## config.mk

```make
export PLATFORM = sky130hd
export DESIGN_NAME = bin_alloc_ctrl_flat
export DESIGN_NICKNAME = d
export VERILOG_FILES = /design/src/rtl/bin_alloc_ctrl_if.sv /design/src/rtl/bin_alloc_ctrl.sv /design/src/flat_wrapper.sv
export SDC_FILE = /design/constraint.sdc
export NUM_CORES = 1
export LEC_CHECK = 0
export CAP_MARGIN = 15
export CORE_ASPECT_RATIO = 2
export CORE_MARGIN = 2
export CORE_UTILIZATION = 50
export CTS_CLUSTER_DIAMETER = 60
export CTS_CLUSTER_SIZE = 16
export DETAILED_ROUTE_END_ITERATION = 10
export PLACE_DENSITY = 0.86
export SYNTH_ARGS = -nofsm -noshare
export SYNTH_HDL_FRONTEND = slang
export SYNTH_SLANG_ARGS = --single-unit
export TNS_END_PERCENT = 10
```

## constraint.sdc

```tcl
create_clock -name enclk -period 3.3 [get_ports enclk]
set_input_delay 0.66 -clock enclk [delete_from_list [all_inputs] [get_ports enclk]]
set_output_delay 0.66 -clock enclk [all_outputs]
set_load 0.1 [all_outputs]
```

## src/rtl/bin_alloc_ctrl_if.sv

```systemverilog
// Request/response channel between a placement client and bin_alloc_ctrl.
// Carries the valid/ready handshakes plus the request and response payloads.
interface bin_alloc_ctrl_if;
    logic       req_valid;
    logic       req_ready;
    logic [4:0] req_width;
    logic [3:0] req_id1;
    logic [3:0] req_id2;
    logic [3:0] req_id3;
    logic       resp_valid;
    logic       resp_ready;
    logic       resp_ok;
    logic [3:0] resp_id;

    modport slave (
        input  req_valid, req_width, req_id1, req_id2, req_id3, resp_ready,
        output req_ready, resp_valid, resp_ok, resp_id
    );

    modport master (
        output req_valid, req_width, req_id1, req_id2, req_id3, resp_ready,
        input  req_ready, resp_valid, resp_ok, resp_id
    );
endinterface

```

## src/rtl/bin_alloc_ctrl.sv

```systemverilog
// Bin allocation controller: reads three candidate bins, picks the first
// one with room for the item, commits the width and reports the choice.
module bin_alloc_ctrl #(
    parameter int CAP    = 127,
    parameter int MAX_ID = 12
) (
    input  logic                   enclk,
    input  logic                   rst,
    bin_alloc_ctrl_if.slave        req_if,
    output logic                   ram_we,
    output logic [3:0]             ram_write_id,
    output logic [4:0]             ram_write_width,
    output logic [3:0]             ram_id1,
    output logic [3:0]             ram_id2,
    output logic [3:0]             ram_id3,
    input  logic [6:0]             ram_width1,
    input  logic [6:0]             ram_width2,
    input  logic [6:0]             ram_width3,
    output logic [7:0]             alloc_cnt,
    output logic [7:0]             fail_cnt
);
    localparam logic [7:0] CAP_W = 8'(CAP);
    localparam logic [3:0] MAX_W = 4'(MAX_ID);
    localparam logic [3:0] NO_ID = 4'd15;

    typedef enum logic [2:0] {
        IDLE, READ, EVAL, WRITE, RESP
    } state_t;

    state_t     state_q;
    logic [4:0] width_q;
    logic [3:0] id1_q, id2_q, id3_q;
    logic       we_q;
    logic [3:0] wr_id_q;
    logic [4:0] wr_width_q;
    logic       resp_valid_q;
    logic       resp_ok_q;
    logic [3:0] resp_id_q;
    logic [7:0] alloc_q, fail_q;

    logic [7:0] s1, s2, s3;
    logic       e1, e2, e3;
    logic       width_ok;
    logic       ok_d;
    logic [3:0] id_d;

    // Candidate eligibility; 8-bit sums so a 7-bit overflow never looks like a fit.
    always_comb begin
        s1 = {1'b0, ram_width1} + {3'b0, width_q};
        s2 = {1'b0, ram_width2} + {3'b0, width_q};
        s3 = {1'b0, ram_width3} + {3'b0, width_q};
        e1 = (id1_q <= MAX_W) && (s1 <= CAP_W);
        e2 = (id2_q <= MAX_W) && (s2 <= CAP_W);
        e3 = (id3_q <= MAX_W) && (s3 <= CAP_W);
        width_ok = (width_q >= 5'd4) && (width_q <= 5'd16);
        ok_d = width_ok && (e1 || e2 || e3);
        id_d = NO_ID;
        if (ok_d) begin
            if (e1)      id_d = id1_q;
            else if (e2) id_d = id2_q;
            else         id_d = id3_q;
        end
    end

    // Control FSM with registered outputs and saturating statistics.
    always_ff @(posedge enclk or negedge rst) begin
        if (!rst) begin
            state_q      <= IDLE;
            width_q      <= '0;
            id1_q        <= '0;
            id2_q        <= '0;
            id3_q        <= '0;
            we_q         <= 1'b0;
            wr_id_q      <= '0;
            wr_width_q   <= '0;
            resp_valid_q <= 1'b0;
            resp_ok_q    <= 1'b0;
            resp_id_q    <= NO_ID;
            alloc_q      <= '0;
            fail_q       <= '0;
        end else begin
            we_q <= 1'b0;
            unique case (state_q)
                IDLE: begin
                    if (req_if.req_valid) begin
                        width_q <= req_if.req_width;
                        id1_q   <= req_if.req_id1;
                        id2_q   <= req_if.req_id2;
                        id3_q   <= req_if.req_id3;
                        state_q <= READ;
                    end
                end
                READ: state_q <= EVAL;
                EVAL: begin
                    resp_ok_q <= ok_d;
                    resp_id_q <= id_d;
                    if (ok_d) begin
                        wr_id_q    <= id_d;
                        wr_width_q <= width_q;
                        we_q       <= 1'b1;
                        state_q    <= WRITE;
                    end else begin
                        resp_valid_q <= 1'b1;
                        if (fail_q != 8'hFF) fail_q <= fail_q + 8'd1;
                        state_q <= RESP;
                    end
                end
                WRITE: begin
                    resp_valid_q <= 1'b1;
                    if (alloc_q != 8'hFF) alloc_q <= alloc_q + 8'd1;
                    state_q <= RESP;
                end
                RESP: begin
                    if (req_if.resp_ready) begin
                        resp_valid_q <= 1'b0;
                        state_q      <= IDLE;
                    end
                end
                default: state_q <= IDLE;
            endcase
        end
    end

    assign req_if.req_ready  = (state_q == IDLE);
    assign req_if.resp_valid = resp_valid_q;
    assign req_if.resp_ok    = resp_ok_q;
    assign req_if.resp_id    = resp_id_q;
    assign ram_we            = we_q;
    assign ram_write_id      = wr_id_q;
    assign ram_write_width   = wr_width_q;
    assign ram_id1           = id1_q;
    assign ram_id2           = id2_q;
    assign ram_id3           = id3_q;
    assign alloc_cnt         = alloc_q;
    assign fail_cnt          = fail_q;
endmodule

```

## src/flat_wrapper.sv

```systemverilog
// flat-port wrapper written by rule: the top's interface ports become plain ports
module bin_alloc_ctrl_flat 
#(
    parameter int CAP    = 127,
    parameter int MAX_ID = 12
)
  (enclk, rst, ram_we, ram_write_id, ram_write_width, ram_id1, ram_id2, ram_id3, ram_width1, ram_width2, ram_width3, alloc_cnt, fail_cnt, req_if_req_valid, req_if_req_width, req_if_req_id1, req_if_req_id2, req_if_req_id3, req_if_resp_ready, req_if_req_ready, req_if_resp_valid, req_if_resp_ok, req_if_resp_id);
  bin_alloc_ctrl_if req_if_i ();
  input  logic enclk;
  input  logic rst;
  output logic ram_we;
  output logic [3:0] ram_write_id;
  output logic [4:0] ram_write_width;
  output logic [3:0] ram_id1;
  output logic [3:0] ram_id2;
  output logic [3:0] ram_id3;
  input  logic [6:0] ram_width1;
  input  logic [6:0] ram_width2;
  input  logic [6:0] ram_width3;
  output logic [7:0] alloc_cnt;
  output logic [7:0] fail_cnt;
  input wire logic [$bits(req_if_i.req_valid)-1:0] req_if_req_valid;
  input wire logic [$bits(req_if_i.req_width)-1:0] req_if_req_width;
  input wire logic [$bits(req_if_i.req_id1)-1:0] req_if_req_id1;
  input wire logic [$bits(req_if_i.req_id2)-1:0] req_if_req_id2;
  input wire logic [$bits(req_if_i.req_id3)-1:0] req_if_req_id3;
  input wire logic [$bits(req_if_i.resp_ready)-1:0] req_if_resp_ready;
  output wire logic [$bits(req_if_i.req_ready)-1:0] req_if_req_ready;
  output wire logic [$bits(req_if_i.resp_valid)-1:0] req_if_resp_valid;
  output wire logic [$bits(req_if_i.resp_ok)-1:0] req_if_resp_ok;
  output wire logic [$bits(req_if_i.resp_id)-1:0] req_if_resp_id;
  assign req_if_i.req_valid = req_if_req_valid;
  assign req_if_i.req_width = req_if_req_width;
  assign req_if_i.req_id1 = req_if_req_id1;
  assign req_if_i.req_id2 = req_if_req_id2;
  assign req_if_i.req_id3 = req_if_req_id3;
  assign req_if_i.resp_ready = req_if_resp_ready;
  assign req_if_req_ready = req_if_i.req_ready;
  assign req_if_resp_valid = req_if_i.resp_valid;
  assign req_if_resp_ok = req_if_i.resp_ok;
  assign req_if_resp_id = req_if_i.resp_id;
  bin_alloc_ctrl #(.CAP(CAP), .MAX_ID(MAX_ID)) u_core (.enclk(enclk), .rst(rst), .req_if(req_if_i), .ram_we(ram_we), .ram_write_id(ram_write_id), .ram_write_width(ram_write_width), .ram_id1(ram_id1), .ram_id2(ram_id2), .ram_id3(ram_id3), .ram_width1(ram_width1), .ram_width2(ram_width2), .ram_width3(ram_width3), .alloc_cnt(alloc_cnt), .fail_cnt(fail_cnt));
endmodule
```

* After elaboration in Yosys (flattened, before gate mapping)
Index checks and enable logic that the tools add are counted.
** Cells by class
- Add/sub/neg operators :: 5
- Multipliers :: 0
- Div/mod/pow operators :: 0
- Magnitude comparators :: 8
- Eq/ne operators :: 9
- Shifts and indexed selects :: 0
- Muxes and demuxes :: 12
- Bitwise logic cells :: 1
- Reduce and logical (&&, ||, !) cells :: 15
** Operator list (count)
- 7-bit by 5-bit adder with 8-bit output :: 3
- 8-bit by 7-bit <= comparator with 1-bit output (second input constant) :: 3
- 8-bit by 1-bit adder with 8-bit output (second input constant) :: 2
- 8-bit inequality test (second input constant) :: 2
- 3-bit one-hot mux with 5 select lines :: 1
- 4-bit <= comparator (second input constant) :: 3
- 4-bit two-way mux :: 3
- 3-bit two-way mux :: 3
- 2-bit AND reduction :: 4
- 3-bit by 2-bit equality test with 1-bit output (second input constant) :: 2
- 2-bit inequality test (second input constant) :: 3
- 3-bit AND reduction :: 2
- 5-bit by 3-bit >= comparator with 1-bit output (second input constant) :: 1
- 5-bit <= comparator (second input constant) :: 1
- 1-bit logical AND :: 5
- 1-bit two-way mux :: 4
- 3-bit by 1-bit equality test with 1-bit output (second input constant) :: 1
- 3-bit equality test (second input constant) :: 1
- 3-bit logical NOT :: 1
- 1-bit one-hot mux with 3 select lines :: 1
- 3-bit nonzero test :: 1
- 1-bit logical OR :: 2
- 1-bit NOT :: 1
** Word-level totals
- Register bits :: 52
- Latch bits :: 0
- Bits in writable memories :: 0
- Bits in read-only memories :: 0
- Output and inout bits :: 45
- Logic and storage cells :: 63
- Memories :: 0

* Depth between registers and ports, before layout
- Depth in word-level cells :: 8
- Depth in mapped cells :: 8
- Gate-level depth less buffers :: 7

* Worst setup path after synthesis
OpenSTA, ideal clock, no wires.
- Kind :: register to register
- From :: reg u_core.state_q[2]
- To :: reg u_core.id1_q[3] (netlist: u_core.ram_id1[3])
- Setup time :: 126 ps
- Arrival time :: 3595 ps
- Data required time :: 3174 ps
- Setup slack :: -421 ps
- Stages on the path, launching flop included :: 6
- Path buffers :: 2
- Period minus slack after synthesis :: 3721 ps
- Path through :: dfrtp_1 > nor3_1 > and2_1 > buf_2 > buf_2 > mux2_2
** Between the ends
- Word-level cells in the longest chain between the ends :: 2
** RTL lines
- start, declared :: RTL line bin_alloc_ctrl.sv:30 : state_t state_q;
- start signal, assigned :: RTL line bin_alloc_ctrl.sv:68 : state_q <= IDLE;
- start signal, assigned :: RTL line bin_alloc_ctrl.sv:90 : state_q <= READ;
- start signal, assigned :: RTL line bin_alloc_ctrl.sv:93 : READ: state_q <= EVAL;
- 3-bit logical NOT
- net req_if_req_ready :: RTL line flat_wrapper.sv:28 : output wire logic [$bits(req_if_i.req_ready)-1:0] req_if_req_ready;
- 2-bit AND reduction (no line)
- end signal, assigned :: RTL line bin_alloc_ctrl.sv:87 : id1_q <= req_if.req_id1;
- end, declared :: RTL line bin_alloc_ctrl.sv:32 : logic [3:0] id1_q, id2_q, id3_q;
The timed path passes the listed nets, and every way through them passes these cells.
A chain may end at the register's enable or synchronous reset.

* Worst setup path in the final report
- From :: in ram_width2[1]
- To :: reg u_core.wr_width_q[2] (netlist: u_core.ram_write_width[2])
** Between the ends
- Word-level cells in the longest chain between the ends :: 7
** RTL lines
- start, declared :: RTL line flat_wrapper.sv:18 : input logic [6:0] ram_width2;
- 7-bit by 5-bit adder with 8-bit output :: RTL line bin_alloc_ctrl.sv:50 : s2 = {1'b0, ram_width2} + {3'b0, width_q};
- 8-bit by 7-bit <= comparator with 1-bit output :: RTL line bin_alloc_ctrl.sv:53 : e2 = (id2_q <= MAX_W) && (s2 <= CAP_W);
- 1-bit logical AND :: RTL line bin_alloc_ctrl.sv:53
- 1-bit logical OR (2 in a row) :: RTL line bin_alloc_ctrl.sv:56 : ok_d = width_ok && (e1 || e2 || e3);
- 1-bit logical AND :: RTL line bin_alloc_ctrl.sv:56
- 2-bit AND reduction (no line)
- end signal, assigned :: RTL line bin_alloc_ctrl.sv:99 : wr_width_q <= width_q;
- end, declared :: RTL line bin_alloc_ctrl.sv:35 : logic [4:0] wr_width_q;
Every way passes these cells.

==> run_results.csv <==
group,metric,value,unit
outcome,status,"finished, final reports clean",
synthesis,avgSynthCellArea,11.5,um^2
routing,ant_nets,0,
critical_path,cp_cell_sequence,"clkdlybuf4s50_1 > ha_1 > a211o_1 > o211ai_2 > a31oi_1 > a21oi_4 > mux2_2",
floorplanning,io_pins,87,
clock_tree,clock_path_buffers,2,
critical_path,r2r_setup_slack,860,ps
job,max-cap-violations,0,
global_route,grt_start_max_net_pins,40,
layout,num-fill-cells,415,
critical_path,reg2reg_depth,6,
placed_design,port_buffers,86,
synthesis,synth_edf_count,0,
sta,rsz0062_at_grt,"false",
synthesis,ys_ff_latch,52,
layout,final_nets,384,
synthesis,yosysTopAreaCellShare,0.444,
sta,fin_crit_sh,0.825,
sta,slew_headroom,0.428,
critical_path,critPathMaxFanout,14,
layout,final_common_cell,"dfrtp_1",
sta,setup_ws,578,ps
routing,drt-vias-per-instance,5.69,
routing,route.vias.total,2186,
synthesis,yosysSeqAreaShare,0.483,
sta,fin_skew,19.3,ps
sta,fin_setup_tns,0,ps
clock_tree,clkTransAtPathRegs,90,ps
critical_path,required,3490,ps
sta,finalHoldViolations,0,
clock_tree,post_cts_resized,0,
critical_path,max_stage_delay,420,ps
synthesis,synth-main-ff-cell,"dfrtp_1",
global_route,antenna_found_initial,0,
synthesis,netlist_instances,236,
floorplanning,die_h,108,um
clock_tree,root_buffer,"clkbuf_8",
floorplanning,dieArea,6040,um^2
layout,n_antenna_cell,0,
critical_path,worst_path_max_delay_cell,"a21oi_4",
global_route,grt_pass1_wl,10.5,mm
clock_tree,cts-buffers-inserted,5,
sta,hold-worst-slack,447,ps
clock_tree,cts_tree,"yes",
clock_tree,cts.sinks,52,
worst_hold_path,hold_class,"input pin to asynchronous set/reset pin",
floorplanning,die_w,56.0,um
global_route,first_global_vias,2200,
synthesis,yosys.area.top_type,"dfrtp_1",
synthesis,synth_cell_types,43,
floorplanning,start_util,0.521,
synthesis,syn_area,2700,um^2
layout,fin_util,0.691,
placed_design,dp_hpwl,5.03,mm
global_route,grt_use_total,0.220,
floorplanning,core,5180,um^2
floorplanning,fp-row-count,37,
clock_tree,hold_buffers,0,
sta,setup_viol,0,
sta,worst_pin_slew,859,ps
sta,maxSlewViolCount,0,
synthesis,synth.area.top_cells,"dfrtp_1 44%, mux2_2 8.8%, ha_1 7.9%, dfstp_2 3.9%, xnor2_1 3.9%",
critical_path,arrival,2910,ps
critical_path,critical_path_class,"input pin to flip-flop",
clock_tree,clk_latency,310,ps
routing,wire_per_inst,16.6,um
critical_path,crit_path_end_kind,"flip-flop",
sta,fin_crit,2720,ps
global_route,overflow,0,
placed_design,gp_congestion,0.886,
critical_path,rr_startpoint,"u_core.width_q[1]",
clock_tree,cts_htree_levels,2,
sta,clock.fmax,0.367,GHz
synthesis,synthArstFlopShare,1.00,
layout,layout_common_cells,"48 x dfrtp_1, 47 x buf_4, 40 x clkdlybuf4s50_1",
critical_path,rr_endpoint,"u_core.ram_write_width[2]",
routing,detail_route.iter0.violations,47,
layout,area_delta_synth_final,32.5,%
synthesis,synth_fp_nets,295,
critical_path,startpoint_type,"input pin",
layout,drive_above_1_share,0.282,
synthesis,ys_warn_count,0,
clock_tree,cts_setup_buffers,0,
routing,drtPass1Iterations,5,
placed_design,pre_cts_slack,265,ps
routing,drc,0,
routing,wl,6.37,mm
[critical path: cells and delay by family]
family | cells | cell delay [ps]
AOI/OAI and AO/OA | 4 | 1160
adders and majority gates | 1 | 290
buffers and inverters | 1 | 410
muxes | 1 | 380
[through the flow]
stage | cells | instance area (um^2)
2_1_floorplan | 236 | 2710
3_3_place_gp | 376 | 3500
3_5_place_dp | 376 | 3500
4_1_cts | 384 | 3580
5_1_grt | 384 | 3580
6_report | 384 | 3580
[synthesized netlist by cell type, types with 6 or more instances]
cell,count
nand3_1,6
nor3_1,7
nand4_1,9
o21ai_0,11
nor2_1,9
a21oi_1,10
o21a_1,6
mux2_2,21
nand2_1,21
xnor2_1,12
dfrtp_1,48
ha_1,17
[cells by family after synthesis]
family / after synthesis / synth area share
simple gates: 69 / 0.132
buf+inv: 7 / 0.0171
xor+xnor: 14 / 0.0454
compound gates: 52 / 0.137
mux: 25 / 0.106
flops: 52 / 0.483
fa+ha+maj: 17 / 0.0787
[layer usage]
| metal | wire length, um | vias to the layer above | GRT usage |
|---|---|---|---|
| li1 | - | 1050 | - |
| met1 | 2380 | 1054 | 0.248 |
| met2 | 3520 | 65 | 0.401 |
| met3 | 259 | 17 | 0.0383 |
| met4 | 202 | 0 | 0.0901 |
| met5 | 0 | - | 0 |
[cell type report]
cell class / instances / area (um^2) / share of cell area
Clock buffer: 6 / 72.6 / 0.0203
Clock inverter: 2 / 13.8 / 0.00384
Inverter: 1 / 3.75 / 0.00105
Multi-Input combinational cell: 177 / 1360 / 0.378
Sequential cell: 52 / 1310 / 0.365
Tap cell: 58 / 72.6 / 0.0203
Timing Repair Buffer: 88 / 758 / 0.212
[registers in the layout, indices dropped and copies added, names as in the netlist]
name                      count
u_core.req_if.resp_ok         1
u_core.fail_cnt               8
u_core.ram_id3                4
u_core.ram_write_width        5
u_core.ram_write_id           4
u_core.state_q                3
u_core.ram_id2                4
u_core.ram_id1                4
u_core.alloc_cnt              8
u_core.req_if.resp_valid      1
u_core.ram_we                 1
u_core.width_q                5
u_core.req_if.resp_id         4
[worst max path at each step]
stage	from	to	slack (ps)	depth (start not counted)
after floorplan	u_core.state_q[2]	u_core.ram_id1[3]	490	5
after global placement	ram_width2[1]	u_core.ram_write_width[2]	330	7
after detailed placement	ram_width2[1]	u_core.ram_write_width[2]	270	7
after CTS	ram_width2[1]	u_core.ram_write_width[2]	580	7
after global routing	ram_width2[1]	u_core.ram_write_width[2]	480	7
final	ram_width2[1]	u_core.ram_write_width[2]	580	7
Power is left out: the tool's default activity adds up to more than one toggle a clock period on the data nets, which glitch-free logic cannot reach.
